## src/rtl/note_event_encoder.sv

```systemverilog
// -----------------------------------------------------------------------------
// note_event_encoder
//
// Purpose:
//   Producer side of the note-event interface feeding the staff renderer.
//   It takes one pitch sample per eighth-note tick and merges equal
//   consecutive samples into runs. Each run is split into power-of-two
//   pieces (eighth, quarter, half, whole) that never cross a measure
//   boundary, and one note or rest event is emitted per piece.
//
// Ports:
//   pixel_clk_in       system (pixel) clock
//   rst_in             asynchronous, active-high reset
//   tick_in            one-cycle pulse per eighth-note period
//   pitch_valid_in     1 = pitch sounding at this tick, 0 = rest
//   pitch_in[5:0]      note code, sampled on tick_in
//   flush_in           pulse: close and emit the open run now
//   note_out[5:0]      pitch of the emitted event, 0 for rests
//   note_type_out[7:0] one-hot; bit0..3 note of 1/2/4/8 eighths,
//                      bit4..7 rest of 1/2/4/8 eighths
//   new_note_out       one-cycle strobe qualifying note_out/note_type_out
//   measure_pos_out    eighth position of the next event in its measure
//   measure_count_out  number of completed measures
//   busy_out           high while emitting (FLUSH or GAP)
//   full_out           TOTAL_MEASURES measures completed
//   overrun_out        sticky; a tick was dropped
// -----------------------------------------------------------------------------
module note_event_encoder #(
    parameter int TOTAL_MEASURES      = 20,
    // Fixed 4/4 time counted in eighths; only 8 is supported.
    parameter int EIGHTHS_PER_MEASURE = 8
) (
    input  logic       pixel_clk_in,
    input  logic       rst_in,
    input  logic       tick_in,
    input  logic       pitch_valid_in,
    input  logic [5:0] pitch_in,
    input  logic       flush_in,
    output logic [5:0] note_out,
    output logic [7:0] note_type_out,
    output logic       new_note_out,
    output logic [2:0] measure_pos_out,
    output logic [4:0] measure_count_out,
    output logic       busy_out,
    output logic       full_out,
    output logic       overrun_out
);

    typedef enum logic [1:0] {
        ST_ACCUM,   // collecting ticks into the open run
        ST_FLUSH,   // strobe cycle for one piece
        ST_GAP      // spacer cycle; advances position and remaining length
    } state_t;

    // Largest power-of-two piece that fits, as log2. len never exceeds 8.
    function automatic logic [1:0] piece_log(input logic [3:0] len);
        if (len[3])      return 2'd3;
        else if (len[2]) return 2'd2;
        else if (len[1]) return 2'd1;
        else             return 2'd0;
    endfunction

    state_t      r_state;
    logic [2:0]  r_pos;
    logic [4:0]  r_meas_cnt;
    logic        r_full;
    logic        r_overrun;

    // Open run
    logic        r_open;
    logic        r_sym_rest;
    logic [5:0]  r_sym_pitch;
    logic [2:0]  r_start;
    logic [3:0]  r_len;

    // Run currently being emitted
    logic        r_emit_rest;
    logic [5:0]  r_emit_pitch;
    logic [3:0]  r_rem;
    logic [1:0]  r_piece_log;

    // Run that opens once the current emission finishes
    logic        r_pend_valid;
    logic        r_pend_rest;
    logic [5:0]  r_pend_pitch;
    logic [2:0]  r_pend_start;

    // Single tick captured while busy
    logic        r_tick_pend;
    logic        r_tick_rest;
    logic [5:0]  r_tick_pitch;

    // Registered event outputs
    logic [5:0]  r_note;
    logic [7:0]  r_note_type;
    logic        r_new_note;

    logic        w_in_rest;
    logic [5:0]  w_in_pitch;
    logic        w_tick_act;
    logic        w_tick_rest;
    logic [5:0]  w_tick_pitch;
    logic        w_tick_match;
    logic        w_boundary;
    logic [3:0]  w_piece_len;
    logic [3:0]  w_gap_rem;
    logic [3:0]  w_pos_sum;
    logic [4:0]  w_meas_inc;
    logic        w_full_now;
    logic        w_emit_rest;
    logic [5:0]  w_emit_pitch;
    logic [3:0]  w_emit_len;
    logic [1:0]  w_emit_log;
    logic        w_do_emit;

    assign w_in_rest    = ~pitch_valid_in;
    assign w_in_pitch   = pitch_valid_in ? pitch_in : 6'd0;

    // A tick captured while busy is served before any live tick.
    assign w_tick_act   = r_tick_pend | tick_in;
    assign w_tick_rest  = r_tick_pend ? r_tick_rest  : w_in_rest;
    assign w_tick_pitch = r_tick_pend ? r_tick_pitch : w_in_pitch;
    assign w_tick_match = (w_tick_rest == r_sym_rest) && (w_tick_pitch == r_sym_pitch);

    assign w_boundary   = r_open &&
                          (({1'b0, r_start} + r_len) == 4'(EIGHTHS_PER_MEASURE));

    assign w_piece_len  = 4'd1 << r_piece_log;
    assign w_gap_rem    = r_rem - w_piece_len;
    assign w_pos_sum    = {1'b0, r_pos} + w_piece_len;   // bit 3 = measure wrap
    assign w_meas_inc   = r_meas_cnt + 5'd1;
    assign w_full_now   = w_pos_sum[3] && (w_meas_inc == 5'(TOTAL_MEASURES));

    // The next piece comes from the open run when leaving ACCUM and from the
    // remainder of the emitting run when leaving GAP.
    assign w_emit_rest  = (r_state == ST_GAP) ? r_emit_rest  : r_sym_rest;
    assign w_emit_pitch = (r_state == ST_GAP) ? r_emit_pitch : r_sym_pitch;
    assign w_emit_len   = (r_state == ST_GAP) ? w_gap_rem    : r_len;
    assign w_emit_log   = piece_log(w_emit_len);

    always_comb begin
        w_do_emit = 1'b0;
        case (r_state)
            ST_ACCUM: begin
                if (!r_full) begin
                    if (w_boundary)
                        w_do_emit = 1'b1;
                    else if (w_tick_act)
                        w_do_emit = r_open && !w_tick_match;
                    else
                        w_do_emit = flush_in && r_open;
                end
            end
            ST_GAP:  w_do_emit = (w_gap_rem != 4'd0) && !w_full_now;
            default: w_do_emit = 1'b0;
        endcase
    end

    // NOTE: every state register is assigned with <= so that all updates in a
    // cycle see the same pre-edge values; later assignments in this block
    // intentionally override earlier defaults.
    always_ff @(posedge pixel_clk_in or posedge rst_in) begin
        if (rst_in) begin
            r_state      <= ST_ACCUM;
            r_pos        <= 3'd0;
            r_meas_cnt   <= 5'd0;
            r_full       <= 1'b0;
            r_overrun    <= 1'b0;
            r_open       <= 1'b0;
            r_sym_rest   <= 1'b0;
            r_sym_pitch  <= 6'd0;
            r_start      <= 3'd0;
            r_len        <= 4'd0;
            r_emit_rest  <= 1'b0;
            r_emit_pitch <= 6'd0;
            r_rem        <= 4'd0;
            r_piece_log  <= 2'd0;
            r_pend_valid <= 1'b0;
            r_pend_rest  <= 1'b0;
            r_pend_pitch <= 6'd0;
            r_pend_start <= 3'd0;
            r_tick_pend  <= 1'b0;
            r_tick_rest  <= 1'b0;
            r_tick_pitch <= 6'd0;
            r_note       <= 6'd0;
            r_note_type  <= 8'd0;
            r_new_note   <= 1'b0;
        end else begin
            r_new_note <= 1'b0;

            case (r_state)
                ST_ACCUM: begin
                    if (r_full) begin
                        // Storage is exhausted: drop everything.
                        r_open      <= 1'b0;
                        r_tick_pend <= 1'b0;
                    end else if (w_boundary) begin
                        r_pend_valid <= 1'b0;
                    end else if (w_tick_act) begin
                        // Serving a captured tick while a new one arrives:
                        // the new one takes the capture slot.
                        if (r_tick_pend && tick_in) begin
                            r_tick_rest  <= w_in_rest;
                            r_tick_pitch <= w_in_pitch;
                        end else begin
                            r_tick_pend <= 1'b0;
                        end

                        if (!r_open) begin
                            r_open      <= 1'b1;
                            r_sym_rest  <= w_tick_rest;
                            r_sym_pitch <= w_tick_pitch;
                            r_start     <= r_pos;
                            r_len       <= 4'd1;
                        end else if (w_tick_match) begin
                            r_len <= r_len + 4'd1;
                        end else begin
                            r_pend_valid <= 1'b1;
                            r_pend_rest  <= w_tick_rest;
                            r_pend_pitch <= w_tick_pitch;
                            r_pend_start <= r_start + r_len[2:0];
                        end
                    end else if (flush_in && r_open) begin
                        r_pend_valid <= 1'b0;
                    end
                end

                ST_FLUSH: begin
                    r_state <= ST_GAP;
                end

                ST_GAP: begin
                    r_rem <= w_gap_rem;
                    r_pos <= w_pos_sum[2:0];
                    if (w_pos_sum[3]) begin
                        r_meas_cnt <= w_meas_inc;
                        if (w_full_now)
                            r_full <= 1'b1;
                    end
                    if (!w_do_emit) begin
                        r_state      <= ST_ACCUM;
                        r_pend_valid <= 1'b0;
                        if (r_pend_valid && !w_full_now) begin
                            r_open      <= 1'b1;
                            r_sym_rest  <= r_pend_rest;
                            r_sym_pitch <= r_pend_pitch;
                            r_start     <= r_pend_start;
                            r_len       <= 4'd1;
                        end
                    end
                end

                default: r_state <= ST_ACCUM;
            endcase

            // Start one piece: the strobe is high for the whole FLUSH cycle.
            if (w_do_emit) begin
                r_state      <= ST_FLUSH;
                r_open       <= 1'b0;
                r_emit_rest  <= w_emit_rest;
                r_emit_pitch <= w_emit_pitch;
                r_rem        <= w_emit_len;
                r_piece_log  <= w_emit_log;
                r_new_note   <= 1'b1;
                r_note       <= w_emit_rest ? 6'd0 : w_emit_pitch;
                r_note_type  <= 8'd1 << {w_emit_rest, w_emit_log};
            end

            // Ticks that cannot be served this cycle: keep the first, flag
            // any further ones as lost.
            if (!r_full && tick_in && (r_state != ST_ACCUM || w_boundary)) begin
                if (r_tick_pend) begin
                    r_overrun <= 1'b1;
                end else begin
                    r_tick_pend  <= 1'b1;
                    r_tick_rest  <= w_in_rest;
                    r_tick_pitch <= w_in_pitch;
                end
            end
        end
    end

    assign note_out          = r_note;
    assign note_type_out     = r_note_type;
    assign new_note_out      = r_new_note;
    assign measure_pos_out   = r_pos;
    assign measure_count_out = r_meas_cnt;
    assign busy_out          = (r_state != ST_ACCUM);
    assign full_out          = r_full;
    assign overrun_out       = r_overrun;

endmodule

```

## config.mk

```make
export PLATFORM = sky130hd
export DESIGN_NAME = note_event_encoder
export DESIGN_NICKNAME = d
export VERILOG_FILES = /design/src/rtl/note_event_encoder.sv
export SDC_FILE = /design/constraint.sdc
export NUM_CORES = 1
export LEC_CHECK = 0
export ABC_AREA = 1
export CAP_MARGIN = 10
export CORE_MARGIN = 2
export CORE_UTILIZATION = 55
export CTS_BUF_LIST = sky130_fd_sc_hd__clkbuf_8 sky130_fd_sc_hd__clkbuf_16
export DETAILED_ROUTE_END_ITERATION = 8
export GPL_TIMING_DRIVEN = 0
export PLACE_DENSITY = 0.83
export RECOVER_POWER = 100
export SLEW_MARGIN = 20
export SYNTH_ARGS = -nofsm -noshare
export SYNTH_HDL_FRONTEND = slang
export SYNTH_SLANG_ARGS = --single-unit
```

## constraint.sdc

```tcl
create_clock -name pixel_clk_in -period 4.75 [get_ports pixel_clk_in]
set_input_delay 0.95 -clock pixel_clk_in [delete_from_list [all_inputs] [get_ports pixel_clk_in]]
set_output_delay 0.95 -clock pixel_clk_in [all_outputs]
set_load 0.02 [all_outputs]
```

==> out/qor.csv <==
stage,metric,value,unit
critical_path,crit_type,input pin to flip-flop,
clock_tree,cts_tree,done,
critical_path,number_of_cells_on_the_critical_path,17,
clock_tree,ctsHoldBuffers,0,
critical_path,timing.critical_path.slowest_cell_delay,0.58,ns
finish,final_util,65.6,%
synth,synth.ff_latch_count,74,
global_route,global_route.usage.total,24.6,%
finish,antenna_cells,0,
floorplan,boundaryPins,37,
global_route,largest_net_degree_at_the_start_of_global_routing,45,
pwr,power.ir.vdd_worst,0.260,mV
critical_path,timing.critical_path.from_type,input pin,
min_path,worst_hold_stages,1,
timing,layout_worst_path_cycle_share,71.9,%
pwr,power_frac_comb,51.5,%
floorplan,die_area,8220,sq um
clock_tree,max-clock-path-buffers,2,
finish,final_layout_size_suffix_gt1_share,4.52,%
critical_path,crit_path_end_kind,flip-flop,
critical_path,cp.required,5.05,ns
critical_path,timing.critical_path.max_delay_family,buffers and inverters,
synth,synth_enable_flop_cells,0,
timing,maxSlewViolCount,0,
global_route,grt_pass1_wl,16200,um
floorplan,die-width,90.7,um
pwr,power_leakage,2.42,nW
timing,fin_tns_setup,0,ns
timing,timing_worst_slew_pin_value,1.44,ns
global_route,antenna_found_initial,0,
synth,netlist_instances,546,
floorplan,core.rowCount,31,
critical_path,timing.reg2reg.setup_slack,1.76,ns
floorplan,die_height,90.7,um
detailed_routing,detailedRoute.firstPassIterationCount,5,
synth,seq_area_frac_synth,44.8,%
critical_path,critical_path_peak_fanout,10,
pwr,power_report.internal_total,1.78,mW
placement,place_inst,682,
pwr,power.share.clock,15.8,%
floorplan,start_util,57.0,%
detailed_routing,detail_route.drc_violations,0,
placement,dpl_wire_length,6980,um
critical_path,timing.critical_path.to,r_emit_pitch[5],
detailed_routing,drt-initial-drc-count,187,
synth,synthFlopType,dfrtp_1,
synth,number_of_warnings_issued_by_yosys,0,
finish,fin_cells,697,
detailed_routing,detail_route.vias_per_cell,5.42,
outcome,run_status,completed,
clock_tree,number_of_sinks_driven_by_the_clock_tree,74,
clock_tree,postCtsResizedCells,0,
synth,synthesis.area_per_instance,7.57,sq um
clock_tree,numCtsBuffers,9,
critical_path,critical_path_arrival,3.72,ns
run,maxCapViolCount,0,
timing,hold-worst-slack,0.483,ns
detailed_routing,route.final.wire_length,9560,um
clock_tree,clk_latency,0.36,ns
timing,clock-skew-final,0.00985,ns
placement,port_buffers,36,
critical_path,crit_path_top_cell_by_count,nand2_1,
clock_tree,cts_root_buffer,clkbuf_8,
detailed_routing,vias,3777,
timing,setup_ws,1.33,ns
synth,syn-num-nets,572,
clock_tree,path_clk_slew,0.08,ns
synth,synth.distinct_cells,31,
min_path,holdCritPathClass,flip-flop to flip-flop,
critical_path,r2r_end,r_pend_pitch[5],
critical_path,critical_path.slowest_cell,dlygate4sd3_1,
timing,fmaxAchievable,293,MHz
synth,area_of_the_mapped_netlist,4130,sq um
timing,setup_violations,0,
clock_tree,cts_setup_buffers,0,
detailed_routing,ant_nets,0,
finish,area.growth.synth_to_final,15.2,%
critical_path,worst-r2r-cell-count,12,
pwr,power_frac_seq,32.6,%
critical_path,critical_path.cell_chain,dlygate4sd3_1 > clkbuf_1 > nand2_1 > nand2_1 > nand2_1 > nand2_1 > nand2_1 > nand2_1 > nor2_1 > nand3_1 > nand2_1 > nand2_1 > nand2_1 > nand2_1 > clkbuf_1 > nand2_1 > nand2_1,
placement,gp_routability_congestion,0.902,
pwr,net_switching,1.50,mW
timing,period_needed,3.42,ns
critical_path,crit-reg2reg-launch,r_len[0],
critical_path,critical_path.n_buffers_inverters,3,
detailed_routing,routed_wire_length_per_instance,13.7,um
critical_path,timing.critical_path.from,pitch_valid_in,
finish,finalNetCount,620,
global_route,globalRouteOverflowTotal,0,
timing,hold_viol_final,0,
pwr,switching_share,45.8,%
clock_tree,cts_htree_levels,3,
floorplan,floorplan.core_area,7250,sq um
pwr,cellPowerDensity,689,nW/um^2
synth,async_reset_ff_share,100,%
timing,maxSlewHeadroom,3.64,%
global_route,grt_pass1_vias,3687,
placement,worst_slack_placed,1.73,ns
timing,rsz0062_at_grt,false,
synthesized netlist by cell type (2+ instances only):
cell type / number / area [sq um]
a21oi_1: 9 / 45.0
a31oi_1: 2 / 12.5
buf_1: 2 / 7.51
buf_2: 7 / 35.0
buf_4: 5 / 37.5
buf_6: 4 / 45.0
clkbuf_1: 2 / 7.51
dfrtp_1: 74 / 1850
fa_1: 3 / 60.1
ha_1: 12 / 150
inv_1: 64 / 240
inv_2: 2 / 7.51
nand2_1: 180 / 676
nand2_4: 2 / 22.5
nand3_1: 55 / 275
nand3_2: 2 / 20.0
nand4_1: 6 / 37.5
nor2_1: 38 / 143
nor2_2: 4 / 25.0
nor2_4: 2 / 22.5
nor3_1: 2 / 10.0
o21ai_0: 42 / 210
o21ai_1: 9 / 45.0
o21bai_1: 3 / 22.5
xnor2_1: 6 / 52.6
xor2_1: 4 / 35.0
layer usage:
metal / part of all wire [%] / up-vias / routed length, um / GRT usage (%)
met4: 2.5 / 0 / 237 / 12.9
met1: 44 / 1823 / 4200 / 30.9
met5: 0 / - / 0 / 0
met3: 4.5 / 25 / 433 / 3.76
li1: - / 1830 / - / -
met2: 49 / 99 / 4690 / 41.0
area by class of cell:
class | count | area [sq um]
Sequential cell | 74 | 1850
Timing Repair Buffer | 37 | 380
Clock inverter | 3 | 38.8
Buffer | 20 | 91.3
Multi-Input combinational cell | 386 | 1860
Fill cell | 656 | 2490
Tap cell | 99 | 124
Inverter | 66 | 249
Clock buffer | 12 | 165
kinds of logic (layout without fill, tap and decap cells):
logic type               Yosys count  in the layout  synth area share (%)
AND/OR/NAND/NOR                  294            294                  30.3
buffers and inverters             86            138                  9.20
XOR/XNOR                          10             10                  2.12
AO/OA/AOI/OAI                     67             67                  8.51
adder cells (fa/ha/maj)           15             15                  5.09
flip-flops                        74             74                  44.8
worst min path at each step:
stage,startpoint,to,slack (ns)
floorplan,r_pend_pitch[2],r_pend_pitch[2],0.44
global placement,r_pend_pitch[2],r_pend_pitch[2],0.45
detailed placement,overrun_out,overrun_out,0.47
CTS,overrun_out,overrun_out,0.49
global route,r_pend_pitch[5],r_pend_pitch[5],0.51
finish,overrun_out,overrun_out,0.48
registers in the layout, indices dropped and copies added, names as in the netlist, 3 cells and up:
register / cells
r_tick_pitch: 6
measure_pos_out: 3
r_rem: 4
note_out: 6
measure_count_out: 5
note_type_out: 8
r_pend_start: 3
r_sym_pitch: 6
r_emit_pitch: 6
r_start: 3
r_len: 4
r_pend_pitch: 6
cell usage in the layout, fill, tap and decap left out, types with 3 or more instances in the layout:
master and n:
nand2_1 183, dfrtp_1 74, inv_1 65, nand3_1 57, o21ai_0 47, nor2_1 41
dlygate4sd3_1 28, clkbuf_1 12, ha_1 12, clkbuf_8 12, a21oi_1 9, clkdlybuf4s50_1 8
xnor2_1 6, nand4_1 6, o21ai_1 4, xor2_1 4, buf_2 4, o21bai_1 3
fa_1 3
stage by stage:
| stage | power (mW) | instance area, sq um |
|---|---|---|
| 2_1_floorplan | 2.34 | 4130 |
| 3_3_place_gp | 2.75 | 4620 |
| 3_5_place_dp | 2.84 | 4640 |
| 4_1_cts | 3.37 | 4840 |
| 5_1_grt | 3.59 | 4760 |
| 6_report | 3.28 | 4760 |
power groups by stage:
stage / sequential, mW / combinational [mW] / clock [mW]
finish: 1.07 / 1.69 / 0.519
global route: 1.10 / 1.94 / 0.543
CTS: 1.07 / 1.78 / 0.518
detailed placement: 1.08 / 1.76 / 0
global placement: 1.07 / 1.68 / 0
floorplan: 1.11 / 1.23 / 0
worst register-to-register path, stage by stage (launching register included):
cell and delay [ns]:
dfrtp_1 0.47, ha_1 0.23, inv_1 0.06, fa_1 0.39, xnor2_1 0.22, nor2_1 0.07, nand3_1 0.21, nand3_1 0.15
nor2_1 0.35, inv_1 0.24, clkbuf_1 0.29, nand2_1 0.11, o21ai_0 0.08
(Power assumes the default switching activity.)
